$ cat src/rtl/bcd_round_robin_arbiter.sv
// Ten-way round-robin arbiter. It issues the winner as a BCD code that drives a
// 7442 one-of-ten decoder, and it mirrors that decode on Y_bar for cross-checking.
module bcd_round_robin_arbiter #(
  parameter int MIN_HOLD   = 2,
  parameter int MAX_HOLD   = 16,
  parameter int DELAY_RISE = 0,
  parameter int DELAY_FALL = 0
) (
  input  logic       Clk,
  input  logic       Clear,
  input  logic       Enable,
  input  logic [9:0] Request_bar,
  input  logic       Release,
  output logic [3:0] Grant_BCD,
  output logic       Grant_valid,
  output logic [9:0] Y_bar,
  output logic       Timeout
);

  // The output delays only describe board-level timing. The RTL drives the
  // outputs with zero delay, so the delay values are only range-checked here.
  if (MIN_HOLD < 1 || MIN_HOLD > 255) begin : g_bad_min_hold
    $error("MIN_HOLD out of range 1..255");
  end
  if (MAX_HOLD < 0 || MAX_HOLD > 255 || (MAX_HOLD != 0 && MAX_HOLD < MIN_HOLD)) begin : g_bad_max_hold
    $error("MAX_HOLD must be 0 or in MIN_HOLD..255");
  end
  if (DELAY_RISE < 0 || DELAY_FALL < 0) begin : g_bad_delay
    $error("output delays must be non-negative");
  end

  localparam logic [3:0] NO_GRANT = 4'b1111;
  localparam logic [9:0] ALL_OFF  = 10'h3FF;
  localparam logic [7:0] MIN_M1   = 8'(MIN_HOLD - 1);
  localparam logic [7:0] MAX_M1   = 8'(MAX_HOLD - 1);

  typedef enum logic [1:0] {S_IDLE = 2'd0, S_GRANT = 2'd1, S_GAP = 2'd2} state_e;

  function automatic logic [9:0] dec7442(input logic [3:0] bcd);
    logic [9:0] y;
    y = ALL_OFF;
    for (int n = 0; n < 10; n++) begin
      if (bcd == 4'(n)) y[n] = 1'b0;
    end
    return y;
  endfunction

  // Scan from the farthest slot to the nearest, so the slot right after ptr is written last and wins.
  function automatic logic [4:0] rr_pick(input logic [9:0] req, input logic [3:0] ptr);
    logic [4:0] res;
    logic [4:0] idx;
    res = 5'd0;
    for (int k = 10; k >= 1; k--) begin
      idx = 5'(ptr) + 5'(k);
      if (idx >= 5'd10) idx = idx - 5'd10;
      if (req[idx[3:0]]) res = {1'b1, idx[3:0]};
    end
    return res;
  endfunction

  state_e     state_q;
  logic [3:0] ptr_q;
  logic [3:0] grant_q;
  logic [7:0] hold_q;
  logic       valid_q;
  logic [9:0] ybar_q;
  logic       timeout_q;

  logic [9:0] req_s;
  logic [4:0] pick_s;
  logic       rel_ok_s;
  logic       withdraw_s;
  logic       expire_s;

  assign req_s      = ~Request_bar;
  assign pick_s     = rr_pick(req_s, ptr_q);
  assign rel_ok_s   = Release && (hold_q >= MIN_M1);
  // While a grant is active, ybar_q is the one-hot-low mask of the owner.
  assign withdraw_s = ~|(req_s & ~ybar_q);
  assign expire_s   = (MAX_HOLD != 0) && (hold_q == MAX_M1);

  // Arbitration FSM with registered outputs.
  always_ff @(posedge Clk or posedge Clear) begin
    if (Clear) begin
      state_q   <= S_IDLE;
      ptr_q     <= 4'd9;
      grant_q   <= NO_GRANT;
      hold_q    <= 8'd0;
      valid_q   <= 1'b0;
      ybar_q    <= ALL_OFF;
      timeout_q <= 1'b0;
    end else begin
      case (state_q)
        S_IDLE, S_GAP: begin
          timeout_q <= 1'b0;
          if (Enable && pick_s[4]) begin
            state_q <= S_GRANT;
            grant_q <= pick_s[3:0];
            ptr_q   <= pick_s[3:0];
            hold_q  <= 8'd0;
            valid_q <= 1'b1;
            ybar_q  <= dec7442(pick_s[3:0]);
          end else begin
            state_q <= S_IDLE;
            grant_q <= NO_GRANT;
            valid_q <= 1'b0;
            ybar_q  <= ALL_OFF;
          end
        end
        S_GRANT: begin
          hold_q <= (hold_q == 8'hFF) ? hold_q : hold_q + 8'd1;
          if (rel_ok_s || withdraw_s || expire_s) begin
            state_q   <= S_GAP;
            grant_q   <= NO_GRANT;
            valid_q   <= 1'b0;
            ybar_q    <= ALL_OFF;
            timeout_q <= expire_s;
          end else begin
            timeout_q <= 1'b0;
          end
        end
        default: begin
          state_q   <= S_IDLE;
          grant_q   <= NO_GRANT;
          valid_q   <= 1'b0;
          ybar_q    <= ALL_OFF;
          timeout_q <= 1'b0;
        end
      endcase
    end
  end

  assign Grant_BCD   = grant_q;
  assign Grant_valid = valid_q;
  assign Y_bar       = ybar_q;
  assign Timeout     = timeout_q;

endmodule

$ cat config.mk
export PLATFORM = sky130hd
export DESIGN_NAME = bcd_round_robin_arbiter
export DESIGN_NICKNAME = d
export VERILOG_FILES = /design/src/rtl/bcd_round_robin_arbiter.sv
export SDC_FILE = /design/constraint.sdc
export NUM_CORES = 1
export LEC_CHECK = 0
export CAP_MARGIN = 20
export CORE_MARGIN = 3
export CORE_UTILIZATION = 55
export CTS_CLUSTER_DIAMETER = 40
export DETAILED_ROUTE_END_ITERATION = 8
export PLACE_DENSITY = 0.83
export SLEW_MARGIN = 20
export SYNTH_ARGS = -nofsm -noshare
export SYNTH_HDL_FRONTEND = slang
export SYNTH_SLANG_ARGS = --single-unit
$ cat constraint.sdc
create_clock -name Clk -period 5.36 [get_ports Clk]
set_clock_uncertainty 0.15 [all_clocks]
set_input_delay 1.072 -clock Clk [delete_from_list [all_inputs] [get_ports Clk]]
set_output_delay 1.072 -clock Clk [all_outputs]
set_load 0.05 [all_outputs]
==> metrics <==
status=complete, no violations; die area=just under 0.009 sq mm; RSZ-0062 raised after global routing=false; pin count of the biggest net entering global routing=40; Non-Filler Instances=631; sequential fraction of the synthesis area=a little under a fifth; synthesized area per cell=~8.5 sq um; Top FF cell, synth=dfstp_2; number of synthesized register bits=30; proportion of layout cells with a drive suffix above 1=around 17%; Top-Level Pins=30; final core occ=approximately 65%; clk slew on worst S/H paths=~70 ps; post-CTS resize count=0; Worst R2R Setup Slack=approximately 540 ps; FP Rows=31; starting DRC count in detailed routing=357; relative max-transition margin=44.4%; Tmin final=4820 ps; commonest non-fill, non-tap cell in the layout=nand2_1; Synthesis Warnings=0; router iterations before antenna repair=5; Hold Fails Final Rpt=0; Die W=roughly 94 um; EDFF count, synth=0; syn_nets=about 540; Setup TNS=0 ps; post-DR wirelength/cell=between 20 and 25 um; Root Driver=clkbuf_8; CTS tree=built; Hold-fix buffers, CTS=0; DR vias=between 4k and 5k; Critical Path AT=4900 ps; Num Clock Sinks=30; Critical Path Start=ptr_q[0]; setup bufs post-CTS=0; crit path launch type=register; DRC violations left=0; period utilization=approximately 90%; R2R Path Start=ptr_q[0]; number of vias per cell=~7.0; crit path capture type=register; GPL Wtd Cong=1.04; setup violators final=0; slew of the pin with the lowest slew margin=between 800 and 900 ps; worst hold path type=register to register; f_max=approximately 210 MHz; antenna violations before repair=0; FFs w/ async S/R, synth=100%; Post-DP Area=roughly 0.0047 sq mm; number of nets with antenna violations after routing=0; H-tree Lvls=2; first-pass GRT wire length=between 20000 and 25000 um; Antenna Cells=0; reg2reg path depth=13; CTS Buf Count=5; Gate Count Post-Synth=between 500 and 600; Setup crit end=Y_bar[3]; I/O Buffers=29; HPWL Detailed=10900 um; Clock Path Buffers=2; CP Max Fanout=10; chip height=between 90 and 100 um; Clk Latency, worst-skew pair=roughly 290 ps; Starting Density=57.5%; CP Class=register to register; post-layout instance area=0.00477 sq mm; max cap viols=0; most frequent cells in the layout=41 x nand2_1, 29 x clkdlybuf4s50_1, 28 x nor2_1; Worst R2R End=Y_bar[3]; WP data required=5440 ps; Layout Nets=about 570; Slew Viols, Final=0; GRT overflow=0; area grow syn2layout=12.6%; Syn Std Cell Area=0.00424 sq mm; vias in the first global route=between 4k and 5k; Total GRT Usage=between 30% and 40%; core region area=0.00737 sq mm; wirelength, routed=between 10000 and 15000 um; Post-Place Cells=just over 600; Synth cell types=between 80 and 90; Hold Crit Start=Grant_BCD[3]
==> per-layer routing <==
layer | global-route usage, % | wire, um | vias to the layer above
met5 | 0 | 0 | -
met4 | 15.4 | 716 | 0
met3 | 6.73 | 1130 | 61
met2 | 50.8 | 6310 | 256
met1 | 42.2 | 5890 | 2102
li1 | - | - | 1995
==> sequential cells by signal, summed over array words and instances (netlist names) <==
register,flops
Y_bar,10
Grant_BCD,4
Grant_valid,1
state_q,2
ptr_q,4
hold_q,8
Timeout,1
==> worst max-delay path, stage by stage (launching register included) <==
cell,delay [ps]
dfstp_2,560
ha_1,410
xor2_2,360
ha_1,310
inv_1,110
a311oi_1,450
a22oi_1,270
mux2i_1,190
a22oi_1,550
o21ai_0,180
a31oi_1,260
o21ai_0,170
a22oi_1,520
o32a_1,260
==> synth_stat cells (11+ instances only) <==
cell	count	area share, %
dfrtp_1	14	8.3
mux2i_1	27	6.4
nor2_1	28	2.5
xnor2_1	14	2.9
dfstp_2	16	9.9
a21oi_1	20	2.4
nor2b_1	11	1.6
o21ai_0	27	3.2
and2_1	12	1.8
nand2b_1	12	1.8
ha_1	25	7.4
nand3_1	16	1.9
mux2_2	13	3.5
inv_1	16	1.4
nand2_1	41	3.6
==> per-stage QoR <==
stage / hold WS (ps) / setup WS, ps
after floorplan: 361 / 348
after global placement: 346 / 687
after detailed placement: 343 / 554
final: 358 / 538
after global routing: 392 / 226
after CTS: 356 / 688
==> layout make-up <==
cell class                      count  area, sq um
Inverter                           20         77.6
Tap cell                           99          124
Sequential cell                    30          771
Multi-Input combinational cell    430         3290
Fill cell                         621         2600
Clock inverter                      2         12.5
Timing Repair Buffer               44          415
Clock buffer                        6         82.6
==> worst min-delay path by stage <==
stage                               to  cells past startpoint
after floorplan              hold_q[0]                      1
after global placement    Grant_BCD[3]                      2
after detailed placement  Grant_BCD[3]                      2
after CTS                 Grant_BCD[3]                      2
after global routing      Grant_BCD[2]                      1
final                     Grant_BCD[3]                      2
==> cell families after synthesis <==
| group | after synthesis | synth area share [%] |
|---|---|---|
| XOR/XNOR | 19 | 4.28 |
| adder cells (fa/ha/maj) | 26 | 7.85 |
| buffers and inverters | 41 | 4.40 |
| AND/OR/NAND/NOR | 179 | 22.8 |
| AO/OA/AOI/OAI | 157 | 27.9 |
| flip-flops | 30 | 18.2 |
| multiplexers | 49 | 14.6 |
Power is left out: the tool's default activity adds up to more than one toggle a clock period on the data nets, which glitch-free logic cannot reach.
